`src/rtl/cla_pipe_addsub_pkg.sv`:
```
// Shared types and helpers for the pipelined carry-lookahead adder/subtractor.
// Combinational content only: no latency and no backpressure of its own.
package cla_pkg;

    localparam logic OP_ADD = 1'b0;
    localparam logic OP_SUB = 1'b1;

    // Per-bit propagate/generate/carry-in record used inside a CLA group
    typedef struct packed {
        logic p;
        logic g;
        logic c;
    } pgc_t;

    function automatic int ngrp(input int width, input int group);
        return width / group;
    endfunction

endpackage

```
`src/rtl/cla_pipe_addsub_if.sv`:
```
// Operand/result beat bundle for cla_pipe_addsub; valid/ready on both sides.
// Wires only: no latency; backpressure is carried by in_ready/out_ready.
interface cla_pipe_addsub_if #(
    parameter int WIDTH = 16
);
    logic             in_valid;
    logic             in_ready;
    logic             op_sub;
    logic [WIDTH-1:0] A;
    logic [WIDTH-1:0] B;
    logic             Cin;
    logic             out_valid;
    logic             out_ready;
    logic [WIDTH-1:0] Q;
    logic             Cout;
    logic             ovf;
    logic             zero;

    modport master (
        output in_valid, op_sub, A, B, Cin, out_ready,
        input  in_ready, out_valid, Q, Cout, ovf, zero
    );

    modport slave (
        input  in_valid, op_sub, A, B, Cin, out_ready,
        output in_ready, out_valid, Q, Cout, ovf, zero
    );
endinterface

```
`src/rtl/cla_pipe_addsub_group.sv`:
```
// GROUP-bit carry-lookahead slice: sum, group carry-out and carry into the group MSB.
// Purely combinational: zero latency, no backpressure.
module cla_group
    import cla_pkg::*;
#(
    parameter int GROUP = 4
) (
    input  logic [GROUP-1:0] a_i,
    input  logic [GROUP-1:0] b_i,
    input  logic             cin_i,
    output logic [GROUP-1:0] sum_o,
    output logic             cout_o,
    output logic             cmsb_o
);

    pgc_t [GROUP-1:0] bit_r;
    logic [GROUP:0]   carry;
    logic             acc;
    logic             prod;

    always_comb begin
        bit_r  = '0;
        carry  = '0;
        acc    = 1'b0;
        prod   = 1'b0;
        sum_o  = '0;
        for (int i = 0; i < GROUP; i++) begin
            bit_r[i].p = a_i[i] ^ b_i[i];
            bit_r[i].g = a_i[i] & b_i[i];
        end
        // Each carry is a flat sum-of-products over the lower bits, not a ripple chain
        carry[0] = cin_i;
        for (int i = 0; i < GROUP; i++) begin
            acc  = bit_r[i].g;
            prod = bit_r[i].p;
            for (int j = i - 1; j >= 0; j--) begin
                acc  = acc | (prod & bit_r[j].g);
                prod = prod & bit_r[j].p;
            end
            carry[i+1] = acc | (prod & cin_i);
        end
        for (int i = 0; i < GROUP; i++) begin
            bit_r[i].c = carry[i];
            sum_o[i]   = bit_r[i].p ^ bit_r[i].c;
        end
        cout_o = carry[GROUP];
        cmsb_o = carry[GROUP-1];
    end

endmodule

```
`src/rtl/cla_pipe_addsub.sv`:
```
// Pipelined CLA add/sub resolving one GROUP-bit slice per stage; NGRP cycles accept-to-result.
// One beat/cycle; any stall (enable low or output held) freezes every stage and drops in_ready.
module cla_pipe_addsub
    import cla_pkg::*;
#(
    parameter int WIDTH = 16,
    parameter int GROUP = 4
) (
    input  logic              clk,
    input  logic              rst_n,
    input  logic              enable,
    cla_pipe_addsub_if.slave  bus
);

    localparam int NGRP = ngrp(WIDTH, GROUP);

    logic             advance;
    logic             vld_q  [NGRP];
    logic [WIDTH-1:0] a_q    [NGRP];
    logic [WIDTH-1:0] b_q    [NGRP];
    logic             c_q    [NGRP];
    logic [WIDTH-1:0] a_d    [NGRP];
    logic [WIDTH-1:0] b_d    [NGRP];
    logic [GROUP-1:0] grp_s  [NGRP];
    logic             grp_co [NGRP];
    logic             grp_cm [NGRP];
    logic [WIDTH-1:0] q_d;
    logic [WIDTH-1:0] q_q;
    logic             out_vld_q;
    logic             cout_q;
    logic             ovf_q;
    logic             zero_q;

    assign advance      = enable & ~(out_vld_q & ~bus.out_ready);
    assign bus.in_ready = advance;

    // The group being resolved always sits in the low GROUP bits of a_q/b_q
    for (genvar k = 0; k < NGRP; k++) begin : g_stage
        cla_group #(.GROUP(GROUP)) u_grp (
            .a_i    (a_q[k][GROUP-1:0]),
            .b_i    (b_q[k][GROUP-1:0]),
            .cin_i  (c_q[k]),
            .sum_o  (grp_s[k]),
            .cout_o (grp_co[k]),
            .cmsb_o (grp_cm[k])
        );
    end

    // a_q rotates right by one group per stage with the new sum slice entering at the
    // top, so after the last stage it holds the aligned result with no separate de-skew
    if (NGRP > 1) begin : g_rot
        for (genvar k = 0; k < NGRP; k++) begin : g_shift
            assign a_d[k] = {grp_s[k], a_q[k][WIDTH-1:GROUP]};
            assign b_d[k] = {{GROUP{1'b0}}, b_q[k][WIDTH-1:GROUP]};
        end
        assign q_d = a_d[NGRP-1];
    end else begin : g_single
        assign q_d = grp_s[0];
    end

    always_ff @(posedge clk or negedge rst_n) begin
        if (!rst_n) begin
            for (int k = 0; k < NGRP; k++) begin
                vld_q[k] <= 1'b0;
                a_q[k]   <= '0;
                b_q[k]   <= '0;
                c_q[k]   <= 1'b0;
            end
            out_vld_q <= 1'b0;
            q_q       <= '0;
            cout_q    <= 1'b0;
            ovf_q     <= 1'b0;
            zero_q    <= 1'b0;
        end else if (advance) begin
            vld_q[0] <= bus.in_valid;
            if (bus.in_valid) begin
                a_q[0] <= bus.A;
                b_q[0] <= bus.B ^ {WIDTH{bus.op_sub}};
                c_q[0] <= (bus.op_sub == OP_SUB) ? 1'b1 : bus.Cin;
            end
            for (int k = 1; k < NGRP; k++) begin
                vld_q[k] <= vld_q[k-1];
                if (vld_q[k-1]) begin
                    a_q[k] <= a_d[k-1];
                    b_q[k] <= b_d[k-1];
                    c_q[k] <= grp_co[k-1];
                end
            end
            out_vld_q <= vld_q[NGRP-1];
            if (vld_q[NGRP-1]) begin
                q_q    <= q_d;
                cout_q <= grp_co[NGRP-1];
                ovf_q  <= grp_cm[NGRP-1] ^ grp_co[NGRP-1];
                zero_q <= (q_d == '0);
            end
        end
    end

    assign bus.out_valid = out_vld_q;
    assign bus.Q         = q_q;
    assign bus.Cout      = cout_q;
    assign bus.ovf       = ovf_q;
    assign bus.zero      = zero_q;

endmodule

```
`src/flat_wrapper.sv`:
```
// flat-port wrapper written by rule: the top's interface ports become plain ports
module cla_pipe_addsub_flat import cla_pkg::*;
#(
    parameter int WIDTH = 16,
    parameter int GROUP = 4
)
  (clk, rst_n, enable, bus_in_valid, bus_op_sub, bus_A, bus_B, bus_Cin, bus_out_ready, bus_in_ready, bus_out_valid, bus_Q, bus_Cout, bus_ovf, bus_zero);
  cla_pipe_addsub_if #(.WIDTH(WIDTH)) bus_i ();
  input  logic clk;
  input  logic rst_n;
  input  logic enable;
  input wire logic [$bits(bus_i.in_valid)-1:0] bus_in_valid;
  input wire logic [$bits(bus_i.op_sub)-1:0] bus_op_sub;
  input wire logic [$bits(bus_i.A)-1:0] bus_A;
  input wire logic [$bits(bus_i.B)-1:0] bus_B;
  input wire logic [$bits(bus_i.Cin)-1:0] bus_Cin;
  input wire logic [$bits(bus_i.out_ready)-1:0] bus_out_ready;
  output wire logic [$bits(bus_i.in_ready)-1:0] bus_in_ready;
  output wire logic [$bits(bus_i.out_valid)-1:0] bus_out_valid;
  output wire logic [$bits(bus_i.Q)-1:0] bus_Q;
  output wire logic [$bits(bus_i.Cout)-1:0] bus_Cout;
  output wire logic [$bits(bus_i.ovf)-1:0] bus_ovf;
  output wire logic [$bits(bus_i.zero)-1:0] bus_zero;
  assign bus_i.in_valid = bus_in_valid;
  assign bus_i.op_sub = bus_op_sub;
  assign bus_i.A = bus_A;
  assign bus_i.B = bus_B;
  assign bus_i.Cin = bus_Cin;
  assign bus_i.out_ready = bus_out_ready;
  assign bus_in_ready = bus_i.in_ready;
  assign bus_out_valid = bus_i.out_valid;
  assign bus_Q = bus_i.Q;
  assign bus_Cout = bus_i.Cout;
  assign bus_ovf = bus_i.ovf;
  assign bus_zero = bus_i.zero;
  cla_pipe_addsub #(.WIDTH(WIDTH), .GROUP(GROUP)) u_core (.clk(clk), .rst_n(rst_n), .enable(enable), .bus(bus_i));
endmodule
```
`config.mk`:
```
export PLATFORM = sky130hd
export DESIGN_NAME = cla_pipe_addsub_flat
export DESIGN_NICKNAME = d
export VERILOG_FILES = /design/src/rtl/cla_pipe_addsub_pkg.sv /design/src/rtl/cla_pipe_addsub_if.sv /design/src/rtl/cla_pipe_addsub_group.sv /design/src/rtl/cla_pipe_addsub.sv /design/src/flat_wrapper.sv
export SDC_FILE = /design/constraint.sdc
export NUM_CORES = 1
export LEC_CHECK = 0
export ABC_AREA = 1
export CORE_MARGIN = 3
export CORE_UTILIZATION = 25
export CTS_CLUSTER_DIAMETER = 30
export CTS_CLUSTER_SIZE = 12
export DETAILED_ROUTE_END_ITERATION = 8
export PLACE_DENSITY_LB_ADDON = 0.15
export SKIP_CTS_REPAIR_TIMING = 1
export SYNTH_ARGS = -nofsm -noshare
export SYNTH_HDL_FRONTEND = slang
export SYNTH_SLANG_ARGS = --single-unit
```
`constraint.sdc`:
```
create_clock -name clk -period 2 [get_ports clk]
set_clock_uncertainty 0.1 [all_clocks]
set_input_delay 0.6 -clock clk [delete_from_list [all_inputs] [get_ports clk]]
set_output_delay 0.6 -clock clk [all_outputs]
set_load 0.01 [all_outputs]
```
==> impl_metrics.env <==
export IMPL_setup_viol=0
export IMPL_place_inst=1047
export IMPL_path_class="reg -> out"
export IMPL_clk_pin_slew_ps=50
export IMPL_async_flop_share=1.00
export IMPL_antenna_left=0
export IMPL_initial_core_util=0.257
export IMPL_routed_wl_um=12700
export IMPL_setup_tns_final_ps=0
export IMPL_power_frac_seq=0.384
export IMPL_clockBufferDepth=2
export IMPL_power_uw=11300
export IMPL_max_cap_violations=0
export IMPL_slew_violations=0
export IMPL_postPlaceCellArea_sq_um=7220
export IMPL_grt_max_degree=44
export IMPL_synth_nets=728
export IMPL_area_growth_pct=29.1
export IMPL_final_cell_area_sq_um=7900
export IMPL_critPathMaxFanout=3
export IMPL_vias_per_cell=4.00
export IMPL_insertedDiodeCount=0
export IMPL_p_per_area_nw_per_um2=1440
export IMPL_fmax_mhz=541
export IMPL_p_switching_uw=3840
export IMPL_hold_viol_final=0
export IMPL_yosys_register_bits=132
export IMPL_cts_buffers_inserted=17
export IMPL_io_buffer_count=59
export IMPL_place_gp_congestion=0.748
export IMPL_grt_pass1_wl_um=22300
export IMPL_synth_ff_type="dfrtp_1"
export IMPL_h_tree_depth=4
export IMPL_worstSkewPairLatency_ps=420
export IMPL_die_x_um=162
export IMPL_synth_area_leaders="dfrtp_1 (54%), nand2_1 (17%), o21ai_2 (4.0%)"
export IMPL_nets=806
export IMPL_vias=4320
export IMPL_synth_cell_area_sq_um=6110
export IMPL_clockRootBuffer="clkbuf_16"
export IMPL_layout_setup_ws_ps=152
export IMPL_synth_top_cell_area_share=0.540
export IMPL_place_ws_ps=-584
export IMPL_synthTopCellsByCount="nand2_1 (272), dfrtp_1 (132), inv_1 (57)"
export IMPL_synth_edf_count=0
export IMPL_dr_pass1_iters=4
export IMPL_rsz0062_at_grt="false"
export IMPL_peakVddDrop_mv=0.487
export IMPL_drtIter0Drc=242
export IMPL_min_path_type="in -> async"
export IMPL_antenna_found_initial=0
export IMPL_swShare=0.338
export IMPL_combPwrFrac=0.328
export IMPL_fillers=2463
export IMPL_reg2reg_depth=10
export IMPL_track_usage=0.105
export IMPL_cts_tree="done"
export IMPL_required_ps=1300
export IMPL_grt_pass1_vias=4516
export IMPL_yosysMostFrequentCell="nand2_1"
export IMPL_worst_r2r_endpoint="u_core.bus.zero"
export IMPL_endpoint_kind="primary output"
export IMPL_crit_start="u_core.bus.out_valid"
export IMPL_r2r_slack_ps=180
export IMPL_p_clk_frac=0.287
export IMPL_slew_headroom=0.743
export IMPL_start_kind="register"
export IMPL_syn_area_per_cell_sq_um=9.14
export IMPL_dieArea_sq_um=26400
export IMPL_cp_arrival_ps=1150
export IMPL_fin_crit_ps=1850
export IMPL_routedWlPerCell_um=11.7
export IMPL_ios=60
export IMPL_fin_cells=1079
export IMPL_dp_hpwl_um=9390
export IMPL_clkSinkCount=132
export IMPL_gr_total_overflow=0
export IMPL_yosys_cell_types_count=26
export IMPL_yosysWarnings=0
export IMPL_ff_latch_area_sq_um=3300
export IMPL_p_int_uw=7500
export IMPL_drc=0
export IMPL_multi_input_area_sq_um=2360
export IMPL_yosysSeqAreaShare=0.540
export IMPL_fp_dieH_um=162
export IMPL_row_count=56
export IMPL_core_sq_um=23800
export IMPL_leakage_uw=0.00414
export IMPL_outcome="completed"
export IMPL_regToRegStartpoint="u_core.c_q[0]"
export IMPL_worst_pin_slew_ps=386
export IMPL_synth_cells=669
export IMPL_layout_drive_gt1_share=0.126
export IMPL_yosysTopAreaCell="dfrtp_1"
export IMPL_fin_crit_sh=0.924
## through the flow
step | hold slack (ps) | utilization
6_report | 8.32 | 0.332
5_1_grt | 19.0 | 0.332
4_1_cts | -1.71 | 0.330
3_5_place_dp | 358 | 0.304
3_3_place_gp | 356 | 0.304
2_1_floorplan | 204 | -
## sequential cells by signal (all words and copies together), names as in the netlist
signal and cells:
u_core.c_q 4, u_core.bus.out_valid 1, u_core.bus.Cout 1, u_core.vld_q 4, u_core.bus.zero 1, u_core.a_q 16
u_core.bus.ovf 1, u_core.a_d 48, u_core.bus.Q 16, u_core.b_q 16, u_core.b_d 24
## layout by cell type (no fill, tap or decap), types with 16 or more instances in the layout
master and n:
clkbuf_16 17, clkdlybuf4s50_1 35, dfrtp_1 132, dlymetal6s2s_1 22, ha_1 16, inv_1 56, nand2_1 272, nand3_1 17
o21ai_0 41, o21ai_2 28
## routing by layer
layer / global-route usage / vias up / wire length, um / share of wire
li1: - / 2267 / - / -
met1: 0.142 / 1957 / 6380 / 0.50
met2: 0.163 / 81 / 5540 / 0.44
met3: 0.0285 / 15 / 531 / 0.042
met4: 0.0384 / 0 / 208 / 0.016
met5: 0 / - / 0 / 0
## power by group through the flow
stage	Sequential, uW	Combinational [uW]	Clock (uW)
2_1_floorplan	4300	2560	0
6_report	4350	3720	3260
4_1_cts	4380	3850	3360
3_5_place_dp	4420	3820	0
3_3_place_gp	4390	3750	0
5_1_grt	4510	4340	3460
## how the worst max path moves through the flow
stage	slack, ps	end	cells after the start
after floorplan	300	bus_in_ready	4
after global placement	-580	bus_in_ready	6
after detailed placement	-580	bus_in_ready	6
after CTS	-590	bus_in_ready	6
after global routing	20	u_core.bus.zero	10
final	150	bus_in_ready	4
## cell type report
type / instances / area share
sequential: 132 / 0.418
timing repair buffer: 83 / 0.123
inverter: 62 / 0.0301
clock inverter: 10 / 0.0195
multi-input combinational: 451 / 0.299
clock buffer: 22 / 0.0588
tap: 319 / 0.0506
## critical path, stage by stage (launching register included)
cell     delay [ps]
dfrtp_1         400
nand2_2         130
nand2_8          50
inv_2            60
buf_6            90
## cell families (layout without fill, tap and decap cells)
family | count (synthesis) | after routing | share of synthesized area
and+or+nand+nor | 321 | 321 | 0.221
buffers and inverters | 86 | 177 | 0.0733
xor gates and xnor gates | 19 | 19 | 0.0272
adders and majority gates | 20 | 20 | 0.0458
DFF | 132 | 132 | 0.540
AOI/OAI and AO/OA | 91 | 91 | 0.0925
(Power assumes the default switching activity.)
